$ cat src/rtl/nes_pad_responder.sv
// Pad-side NES serial responder that emulates the 4021 shift register for a console or host.
// Define NES_TURBO_EN to build the turbo auto-fire gating on the A and B buttons.
module nes_pad_responder #(
    parameter int ACTIVE_LOW_DATA = 1,
    parameter int TURBO_FRAMES    = 4
) (
    input  logic       clk,
    input  logic       reset,
    input  logic       nes_latch,
    input  logic       nes_clk,
    input  logic       a,
    input  logic       b,
    input  logic       select,
    input  logic       start,
    input  logic       up,
    input  logic       down,
    input  logic       left,
    input  logic       right,
    input  logic       turbo_a,
    input  logic       turbo_b,
    output logic       nes_data,
    output logic       busy,
    output logic       frame_done,
    output logic [1:0] dbg_state
);

    typedef enum logic [1:0] {
        IDLE  = 2'd0,
        LOAD  = 2'd1,
        SHIFT = 2'd2,
        DONE  = 2'd3
    } state_t;

    localparam logic FILL = (ACTIVE_LOW_DATA != 0) ? 1'b1 : 1'b0;

    state_t     r_state;
    state_t     w_state_nxt;
    logic [7:0] r_shreg;
    logic [7:0] w_shreg_nxt;
    logic [3:0] r_bit_cnt;
    logic [3:0] w_cnt_nxt;
    logic       r_busy;
    logic       r_frame_done;
    logic       w_done_nxt;
    logic [2:0] r_latch_sync;
    logic [2:0] r_clk_sync;
    logic       w_latch;
    logic       w_latch_fall;
    logic       w_clk_rise;
    logic [7:0] w_buttons;
    logic [7:0] w_load_val;

    // Stages 0..1 synchronise the console pins; stage 2 is the previous value for edge detection.
    always_ff @(posedge clk or negedge reset) begin
        if (!reset) begin
            r_latch_sync <= 3'b000;
            r_clk_sync   <= 3'b000;
        end else begin
            r_latch_sync <= {r_latch_sync[1:0], nes_latch};
            r_clk_sync   <= {r_clk_sync[1:0], nes_clk};
        end
    end

    assign w_latch      = r_latch_sync[1];
    assign w_latch_fall = ~r_latch_sync[1] & r_latch_sync[2];
    assign w_clk_rise   = r_clk_sync[1] & ~r_clk_sync[2];

`ifdef NES_TURBO_EN
    localparam int TW = (TURBO_FRAMES > 1) ? $clog2(TURBO_FRAMES) : 1;

    logic [TW-1:0] r_turbo_cnt;
    logic          r_phase;

    // Phase flips once every TURBO_FRAMES completed latch pulses.
    always_ff @(posedge clk or negedge reset) begin
        if (!reset) begin
            r_turbo_cnt <= '0;
            r_phase     <= 1'b1;
        end else if (w_latch_fall) begin
            if (r_turbo_cnt == TW'(TURBO_FRAMES - 1)) begin
                r_turbo_cnt <= '0;
                r_phase     <= ~r_phase;
            end else begin
                r_turbo_cnt <= r_turbo_cnt + 1'b1;
            end
        end
    end

    assign w_buttons = {right, left, down, up, start, select,
                        turbo_b ? (b & r_phase) : b,
                        turbo_a ? (a & r_phase) : a};
`else
    logic w_unused_turbo;
    assign w_unused_turbo = turbo_a | turbo_b;
    assign w_buttons      = {right, left, down, up, start, select, b, a};
`endif

    assign w_load_val = w_buttons ^ {8{FILL}};

    always_ff @(posedge clk or negedge reset) begin
        if (!reset) begin
            r_state      <= IDLE;
            r_shreg      <= {8{FILL}};
            r_bit_cnt    <= 4'd0;
            r_busy       <= 1'b0;
            r_frame_done <= 1'b0;
        end else begin
            r_state      <= w_state_nxt;
            r_shreg      <= w_shreg_nxt;
            r_bit_cnt    <= w_cnt_nxt;
            r_busy       <= (w_state_nxt == LOAD) || (w_state_nxt == SHIFT);
            r_frame_done <= w_done_nxt;
        end
    end

    // A high latch overrides everything, including a coincident clock edge.
    always_comb begin
        w_state_nxt = r_state;
        w_shreg_nxt = r_shreg;
        w_cnt_nxt   = r_bit_cnt;
        w_done_nxt  = 1'b0;
        if (w_latch) begin
            w_state_nxt = LOAD;
            w_shreg_nxt = w_load_val;
            w_cnt_nxt   = 4'd0;
        end else begin
            case (r_state)
                IDLE: w_state_nxt = IDLE;
                LOAD: begin
                    if (w_latch_fall) begin
                        w_state_nxt = SHIFT;
                    end
                end
                SHIFT: begin
                    if (w_clk_rise) begin
                        w_shreg_nxt = {FILL, r_shreg[7:1]};
                        w_cnt_nxt   = (r_bit_cnt < 4'd8) ? r_bit_cnt + 4'd1 : r_bit_cnt;
                        if (r_bit_cnt == 4'd7) begin
                            w_state_nxt = DONE;
                            w_done_nxt  = 1'b1;
                        end
                    end
                end
                DONE:    w_state_nxt = DONE;
                default: w_state_nxt = IDLE;
            endcase
        end
    end

    assign nes_data   = ((r_state == LOAD) || (r_state == SHIFT)) ? r_shreg[0] : FILL;
    assign busy       = r_busy;
    assign frame_done = r_frame_done;
    assign dbg_state  = r_state;

endmodule

$ cat config.mk
export PLATFORM = sky130hd
export DESIGN_NAME = nes_pad_responder
export DESIGN_NICKNAME = d
export VERILOG_FILES = /design/src/rtl/nes_pad_responder.sv
export SDC_FILE = /design/constraint.sdc
export NUM_CORES = 1
export LEC_CHECK = 0
export BUFFER_PORTS_ARGS = -buffer_cell sky130_fd_sc_hd__buf_2
export CORE_UTILIZATION = 30
export DETAILED_ROUTE_END_ITERATION = 6
export GPL_TIMING_DRIVEN = 0
export PLACE_DENSITY = 0.55
export SLEW_MARGIN = 10
export SYNTH_ARGS = -nofsm -noshare
export SYNTH_HDL_FRONTEND = slang
export SYNTH_SLANG_ARGS = --single-unit
$ cat constraint.sdc
create_clock -name clk -period 2.5 [get_ports clk]
set_clock_uncertainty 0.15 [all_clocks]
set_input_delay 0.125 -clock clk [delete_from_list [all_inputs] [get_ports clk]]
set_output_delay 0.125 -clock clk [all_outputs]
set_load 0.01 [all_outputs]
==> run metrics, run 1 <==
row cnt 20; VDD IR-drop max around 200 uV; via count approximately 740; htree depth 1; Setup crit start kind flip-flop; syn avg cell area 11.45 um2; measured slew at the worst slew-check pin 0.5062 ns; Seq/Total Area, Yosys 55.65%; Area contributors post-synth dfrtp_1, dfstp_2, mux2_2, ha_1, nor2_1; setup bufs post-CTS 0; Yosys top cell area share 34.78%; Clock power frac 24.7%; I/O Pins 19; Final Wtd Congestion 0.6952; port buffer count 16; Leakage 0.5750 nW; PwrDens 524.2 nW/um2; vias in the first global route ~700; Hold Path Class input pin to async pin; period utilization 79.58%; Mapped Cells 88; ratio of cells with drive above 1 in the final layout between 30% and 40%; r2r endpoint busy$_DFF_PN0_; TritonCTS Buffers 3; via/cell ratio about 4.5; setup_tns 0 ns; Crit Path Class flip-flop to flip-flop; Setup-failing EPs final 0; CP top delay family simple AND/OR/NAND/NOR gates; Detail Placement HPWL 1280 um; Overall Global Routing Usage 11.78%; Clock Tree Root clkbuf_4; Logic pwr share between 10% and 20%; nets 140; crit path time final 1.989 ns; EDFF count, synth 0; Net Sw Frac 24.92%; crit-path max FO 6; worst r2r src dbg_state[0]$_DFF_PN0_; Max clock buf depth 2; WP buf/inv 1; Switch Pwr 167.1 uW; Worst Path Required 2.54 ns; drt wl/cell between 10 and 15 um; clk_lat worst skew 0.31 ns; Post-DRT Antenna Nets 0; sequential power share between 50% and 60%; number of remaining DRC errors 0; Slew Limit Fails 0; core area ~3100 um2; Int Power roughly 500 uW; Die Height 59.94 um; Area Overhead vs Synth 26.96%; unrepaired setup endpoints after global routing false; reg2reg path depth 6; fmax approximately 0.5 GHz; Remaining Overflow, GRT 0; Synth Flop Type dfrtp_1; die area 3593 um2; post-synthesis async set-or-reset flop share between 90% and 100%; Initial Utilization 32.20%; Final Hold Vio Count 0; Final Non-Filler Cells 163; DP Cell Count around 150; Critical Path AT 2.03 ns; first-pass GRT wire length 3036 um; initial antenna violation count 0; Yosys warning total 0; pin count of the biggest net entering global routing 23; CP peak stage delay between 0.4 and 0.5 ns; Slew HR about two thirds; commonest cells in the netlist nor2_1, dfrtp_1, a21oi_1, dfstp_2, mux2_2; cell with the most instances after synthesis nor2_1; CP Capture Type flip-flop; drt total wl 1821 um; slowest cell on the critical path dfrtp_1; critical path, cell by cell inv_1 > ha_1 > and4bb_4 > nand3_2 > and4b_1 > a211o_1; Die Wd 59.94 um; drt first pass iters 4; r2r setup slk slightly above 0.5 ns; Post-Syn Nets ~110; #FFs+latches synth 22; Initial DRC Count 26; Num Clock Sinks 22; Reg clk slew, reported paths 0.12 ns; post-synth cell types 29; total of max-cap violations 0; TritonCTS clock tree yes; ANT cells 0; largest area contributor in the netlist dfrtp_1; cell area after synthesis 1007 um2; status finished clean
[layer usage]
layer / vias up / GRT usage [%] / wire (um)
li1: 362 / - / -
met1: 350 / 15.12 / 857
met2: 19 / 18.10 / 859
met3: 4 / 1.948 / 50
met4: 0 / 7.973 / 53
met5: - / 0 / 0
[power by group through the flow]
| stage | logic [mW] | clock network [mW] | registers, mW |
|---|---|---|---|
| 2_1_floorplan | 0.0579 | 0 | 0.405 |
| 3_3_place_gp | 0.0913 | 0 | 0.404 |
| 3_5_place_dp | 0.0937 | 0 | 0.405 |
| 4_1_cts | 0.108 | 0.173 | 0.399 |
| 5_1_grt | 0.121 | 0.183 | 0.402 |
| 6_report | 0.107 | 0.166 | 0.398 |
[cells by family (layout without fill, tap and decap cells)]
kind of cell | count (synthesis) | after routing | synth area share, %
compound gates | 16 | 16 | 9.814
fa+ha+maj | 6 | 6 | 7.453
flops | 22 | 22 | 55.65
buf+inv | 5 | 36 | 1.988
xor+xnor | 2 | 2 | 1.739
simple gates | 30 | 30 | 15.53
mux | 7 | 7 | 7.827
[worst max path at each step]
stage | slack [ns] | end | depth (start not counted) | from
finish | 0.51 | busy$_DFF_PN0_ | 6 | dbg_state[0]$_DFF_PN0_
global route | 0.40 | busy$_DFF_PN0_ | 6 | dbg_state[0]$_DFF_PN0_
CTS | 0.50 | busy$_DFF_PN0_ | 6 | dbg_state[0]$_DFF_PN0_
detailed placement | 0.54 | busy$_DFF_PN0_ | 6 | dbg_state[0]$_DFF_PN0_
global placement | 0.57 | busy$_DFF_PN0_ | 6 | dbg_state[0]$_DFF_PN0_
floorplan | 0.59 | busy$_DFF_PN0_ | 6 | dbg_state[0]$_DFF_PN0_
[flip-flops by register name, summed over array words and instances (netlist names)]
register and count:
busy 1, dbg_state 2, frame_done 1, r_bit_cnt 4
r_clk_sync 3, r_latch_sync 3, r_shreg 8
[layout by cell type, fill, tap and decap left out, types with 2 or more instances in the layout]
cell type,netlist,routed
nor2_1,16,16
ha_1,6,6
clkbuf_4,0,3
dfstp_2,8,8
clkbuf_1,2,3
buf_2,1,17
a21oi_1,8,8
nor3_1,2,2
nand2_1,4,4
inv_1,2,2
dlygate4sd3_1,0,11
dfrtp_1,14,14
mux2_2,7,7
[through the flow]
step                      setup slack [ns]  area (um2)  total power, mW  hold slack (ns)  util, %
after global routing                0.4034        1279           0.7053           0.1890    40.88
after detailed placement            0.5392        1142           0.4990         -0.03522    36.52
after floorplan                     0.5945        1007           0.4624          -0.3206        -
final                               0.5106        1279           0.6703           0.1385    40.88
after CTS                           0.5047        1279           0.6796           0.1519    40.88
after global placement              0.5707        1142           0.4952         -0.03316    36.52
[worst reg2reg max path, stage by stage, from the launching register on]
cell      delay (ns)
dfrtp_1         0.45
inv_1           0.13
ha_1            0.25
and4bb_4        0.31
nand3_2         0.11
and4b_1         0.21
a211o_1         0.27
[area by class of cell]
class / count / area [um2]
buffer: 3 / 12.51
inverter: 2 / 7.507
multi-input combinational: 61 / 426.7
tap: 44 / 55.05
sequential: 22 / 560.5
fill: 320 / 1849
clock buffer: 4 / 26.28
timing repair buffer: 27 / 190.2
[timing repair]
action	4_1_cts	5_1_grt
hold endpoints to repair	32	0
hold buffers	11	0
resized for setup	0	0
No activity file was read; power rests on OpenSTA's default activity.
==> run 2, diff against run 1 <==
- PLACE_DENSITY: 0.55 -> 0.57
- clock period: 2.5 -> 1.6 ns (I/O delays scaled with it)
==> run metrics, run 2 (synthesis gave the netlist of run 1 again) <==
status finished, violations left; failing checks negative setup slack; number of remaining DRC errors 0; reg2reg path depth 5; crit-path max FO 5; Area Overhead vs Synth 39.01%; Net Sw Frac 22.42%; setup_tns -0.1184 ns; Slew Limit Fails 0; unrepaired setup endpoints after global routing true; Final Hold Vio Count 0; I/O Pins 19; Critical Path AT 1.77 ns; r2r setup slk -0.12 ns; drt first pass iters 4; Largest regs r_shreg: 8 flops, r_bit_cnt: 4 flops; fmax 0.5820 GHz; measured slew at the worst slew-check pin 0.4888 ns; post-layout util 44.76%; Switch Pwr 276.0 uW; Initial DRC Count 22; Crit Path Class flip-flop to flip-flop; Slew HR 67.42%; drt wl/cell 11.24 um; Reg clk slew, reported paths 0.13 ns; Post-DRT Antenna Nets 0; Num Clock Sinks 22; commonest non-fill, non-tap cell in the layout buf_2; port buffer count 16; r2r endpoint busy$_DFF_PN0_; TritonCTS clock tree yes; Clock power frac 34.2%; Max clock buf depth 2; htree depth 1; clk_lat worst skew 0.30 ns; Hold Path Class input pin to async pin; nets 145; Most flops, register r_shreg; via/cell ratio roughly 4.6; vias in the first global route 670; first-pass GRT wire length between 3000 and 4000 um; TritonCTS Buffers 3; ratio of cells with drive above 1 in the final layout 42.74%; Die Wd between 50 and 60 um; Setup crit start kind flip-flop; PnR worst setup slack -0.1184 ns; row cnt 20; VDD IR-drop max roughly 400 uV; sequential power share 50.7%; Die Height between 50 and 60 um; initial antenna violation count 0; Overall Global Routing Usage 11.58%; ANT cells 0; Clock Tree Root clkbuf_4; Logic pwr share 15.1%; Worst Path Required 1.66 ns; period utilization 107.4%; Initial Utilization 32.20%; CP Capture Type flip-flop; PwrDens 879.2 nW/um2; max reg flops 8; commonest non-fill, non-tap cells in the layout buf_2, nor2_1, dfrtp_1; worst r2r src dbg_state[1]$_DFF_PN0_; crit path time final between 1.5 and 2 ns; Final Wtd Congestion around 0.74; via count 765; Detail Placement HPWL 1235 um; Int Power 955.0 uW; drt total wl 1889 um; Setup-failing EPs final 1; Leakage 0.6248 nW; Remaining Overflow, GRT 0; total of max-cap violations 0; core area roughly 3100 um2; pin count of the biggest net entering global routing 23; die area roughly 3600 um2
-- run 2: stage by stage --
| stage | power [mW] | worst slack (ns) | hold WS (ns) | cells | cell area (um2) |
|---|---|---|---|---|---|
| after floorplan | 0.7324 | -0.08733 | -0.3656 | 88 | 1040 |
| after global placement | 0.7842 | -0.1493 | -0.08107 | 148 | 1175 |
| after detailed placement | 0.7893 | -0.1671 | -0.07584 | 148 | 1175 |
| after CTS | 1.251 | -0.1237 | 0.1091 | 167 | 1376 |
| after global routing | 1.305 | -0.1521 | 0.1336 | 168 | 1400 |
| final | 1.231 | -0.1184 | 0.1025 | 168 | 1400 |
-- run 2: layer usage --
layer  vias to the layer above  GRT usage, %  share of wire, %
met1                       373         16.19                48
met4                         0         4.983               1.5
met3                         4         1.948               2.3
li1                        374             -                 -
met5                         -             0                 0
met2                        14         17.62                48
-- run 2: final cells by class --
type	count	area [um2]
inverters	2	10.01
clock buffers	3	22.52
flip-flops and latches	22	563.0
multi-input cells	61	475.5
clock inverters	1	30.03
repair buffers	32	231.5
plain buffers	3	12.51
well taps	44	55.05
fillers	299	1728
-- run 2: power groups by stage --
stage | combinational, mW | sequential, mW | clock (mW)
floorplan | 0.0959 | 0.636 | 0
global placement | 0.149 | 0.636 | 0
detailed placement | 0.151 | 0.638 | 0
CTS | 0.187 | 0.624 | 0.440
global route | 0.209 | 0.628 | 0.468
finish | 0.186 | 0.624 | 0.421
-- run 2: repair_timing --
action | in CTS | in global routing
buffers inserted | 4 | 1
cloned | 0 | 0
pin swaps | 1 | 0
setup endpoints to repair | 8 | 5
hold buffers | 11 | 0
resized for setup | 1 | 4
hold endpoints to repair | 32 | 0
-- run 2: worst max path at each step --
stage / startpoint / endpoint / slack (ns) / depth (start not counted)
final: dbg_state[1]$_DFF_PN0_ / busy$_DFF_PN0_ / -0.12 / 5
after CTS: dbg_state[1]$_DFF_PN0_ / busy$_DFF_PN0_ / -0.12 / 5
after global routing: dbg_state[1]$_DFF_PN0_ / busy$_DFF_PN0_ / -0.15 / 5
after floorplan: dbg_state[0]$_DFF_PN0_ / busy$_DFF_PN0_ / -0.09 / 6
after global placement: dbg_state[0]$_DFF_PN0_ / busy$_DFF_PN0_ / -0.15 / 6
after detailed placement: dbg_state[0]$_DFF_PN0_ / busy$_DFF_PN0_ / -0.17 / 6
-- run 2: critical path, stage by stage, from the launching register on --
cell and delay (ns):
dfrtp_2 0.48, ha_4 0.18, or2_4 0.21, o22a_1 0.19, and4b_1 0.18, a211o_1 0.23
==> run 3, diff against run 2 <==
- REMOVE_ABC_BUFFERS: not set -> 1
==> run metrics, run 3 (synthesis gave the netlist of run 1 again) <==
measured slew at the worst slew-check pin 0.4651 ns; Overall Global Routing Usage 11.32%; dpl cell area 1130 um2; PwrDens 835.6 nW/um2; VDD IR-drop max about 530 uV; failing checks negative setup slack; htree depth 1; via/cell ratio 4.474; row cnt 20; status finished, violations left; drt wl/cell 11.81 um; PnR worst setup slack -0.1517 ns; Num Clock Sinks 22; CP peak stage delay 0.47 ns; ANT cells 0; Clock Tree Root clkbuf_4; met3 routed WL 83 um; r2r setup slk -0.15 ns; Largest regs r_shreg: 8 flops, r_bit_cnt: 4 flops; final non-filler cell area ~1500 um2; ratio of cells with drive above 1 in the final layout 55.91%; I/O Pins 19; top layer in use met3; Die Wd 59.94 um; Initial DRC Count 17; Critical Path AT 1.80 ns; core area 3128 um2; die area 3593 um2; Die Height 59.94 um; Remaining Overflow, GRT 0; slowest cell on the critical path dfrtp_2; clk_lat worst skew 0.31 ns; via count 765; Most flops, register r_shreg; pin count of the biggest net entering global routing 27; initial antenna violation count 0; Setup crit start kind flip-flop; drt first pass iters 3; commonest non-fill, non-tap cell in the layout buf_2; Worst Path Required 1.65 ns; total of max-cap violations 0; first-pass GRT wire length slightly below 3000 um; Initial Utilization 32.20%; port buffer count 16; Slew Limit Fails 0; max reg flops 8; routed wire length on met2 roughly 1100 um; Reg clk slew, reported paths 0.13 ns; Crit Path Class flip-flop to flip-flop; Slew HR approximately 70%; crit-path max FO 5; Max clock buf depth 2; period utilization 109.5%; TritonCTS Buffers 3; Final Hold Vio Count 0; vias in the first global route 731; Detail Placement HPWL 1075 um; commonest non-fill, non-tap cells in the layout buf_2, dfrtp_1, dlygate4sd3_1; crit path time final between 1.5 and 2 ns; critical path, cell by cell ha_4 > or2_4 > o22a_1 > and4b_1 > a211o_1; Post-DRT Antenna Nets 0; fmax 0.5709 GHz; pre-CTS worst setup slack -0.4492 ns; Leakage 0.7126 nW; nets 148; Final Wtd Congestion between 0.7 and 0.8; unrepaired setup endpoints after global routing true; Metal-1 WL 881 um; Setup-failing EPs final 11; number of remaining DRC errors 0; TritonCTS clock tree yes; Area Overhead vs Synth 52.92%; Hold Path Class input pin to async pin; drt total wl about 2000 um; CP Capture Type flip-flop
## run 3: cell count changes in the layout (fill, tap and decap cells not counted), moves of 2 or more
cell / change
a21oi_2: +2
a21oi_1: -2
mux2_2: -7
nor2_1: -6
nor2_4: +4
mux2_4: +7
clkbuf_1: -2
buf_4: +4
nor2_2: +2
## run 3: report_power, final
part	total, mW	internal [mW]	leakage [nW]	switching (mW)
sequential	0.634	0.605	0.258	0.0293
clock	0.422	0.253	0.0279	0.168
combinational	0.231	0.128	0.427	0.103
total	1.29	0.986	0.713	0.301
## run 3: final timing paths
kind | start | endpoint | depth (start not counted)
worst max-delay path | dbg_state[1]$_DFF_PN0_ | busy$_DFF_PN0_ | 5
worst min-delay path | reset | r_bit_cnt[1]$_DFFE_PN0P_ | 2
worst max register to register | dbg_state[1]$_DFF_PN0_ | busy$_DFF_PN0_ | 5
worst min register to register | r_latch_sync[0]$_DFF_PN0_ | r_latch_sync[1]$_DFF_PN0_ | 0
max in group asynchronous | reset | r_shreg[0]$_DFFE_PN1P_ | 2
min in group clk | r_latch_sync[0]$_DFF_PN0_ | r_latch_sync[1]$_DFF_PN0_ | 0
## run 3: final cells by class
| type | instances | area (um2) |
|---|---|---|
| fill | 304 | 1588 |
| clock buffer | 3 | 22.52 |
| multi-input combinational | 62 | 584.3 |
| sequential | 22 | 565.5 |
| clock inverter | 1 | 30.03 |
| tap | 44 | 55.05 |
| inverter | 2 | 10.01 |
| timing repair buffer | 37 | 272.8 |
## run 3: repair_timing
item | CTS | global route
gates cloned | 0 | 1
pin swaps | 7 | 2
hold buffers | 11 | 0
hold endpoints to repair | 32 | 0
endpoints found under the setup margin | 12 | 14
buffers inserted | 6 | 4
resized for setup | 17 | 26
## run 3: through the flow
stage          hold slack, ns  utilization, %  TNS (ns)  power (mW)  std cells
5_1_grt                0.1279           49.24    -1.419       1.344        171
2_1_floorplan         -0.3656               -   -0.9524      0.7200         85
3_3_place_gp         -0.08740           36.12    -1.873      0.7688        145
3_5_place_dp         -0.08302           36.12    -2.363      0.7745        145
4_1_cts                0.1046           44.68    -1.189       1.251        166
6_report              0.08623           49.24   -0.6754       1.287        171
## run 3: worst max-delay path, delay by kind of cell, from the launching register on
kind                     cells  cell delay, ns
flip-flops                   1            0.47
AO/OA/AOI/OAI                2            0.44
AND/OR/NAND/NOR              2            0.42
adder cells (fa/ha/maj)      1            0.17
## run 3: per-layer routing
layer	vias up	GRT usage (%)
li1	382	-
met1	364	12.26
met2	19	20.16
met3	0	4.545
met4	0	3.322
met5	-	0
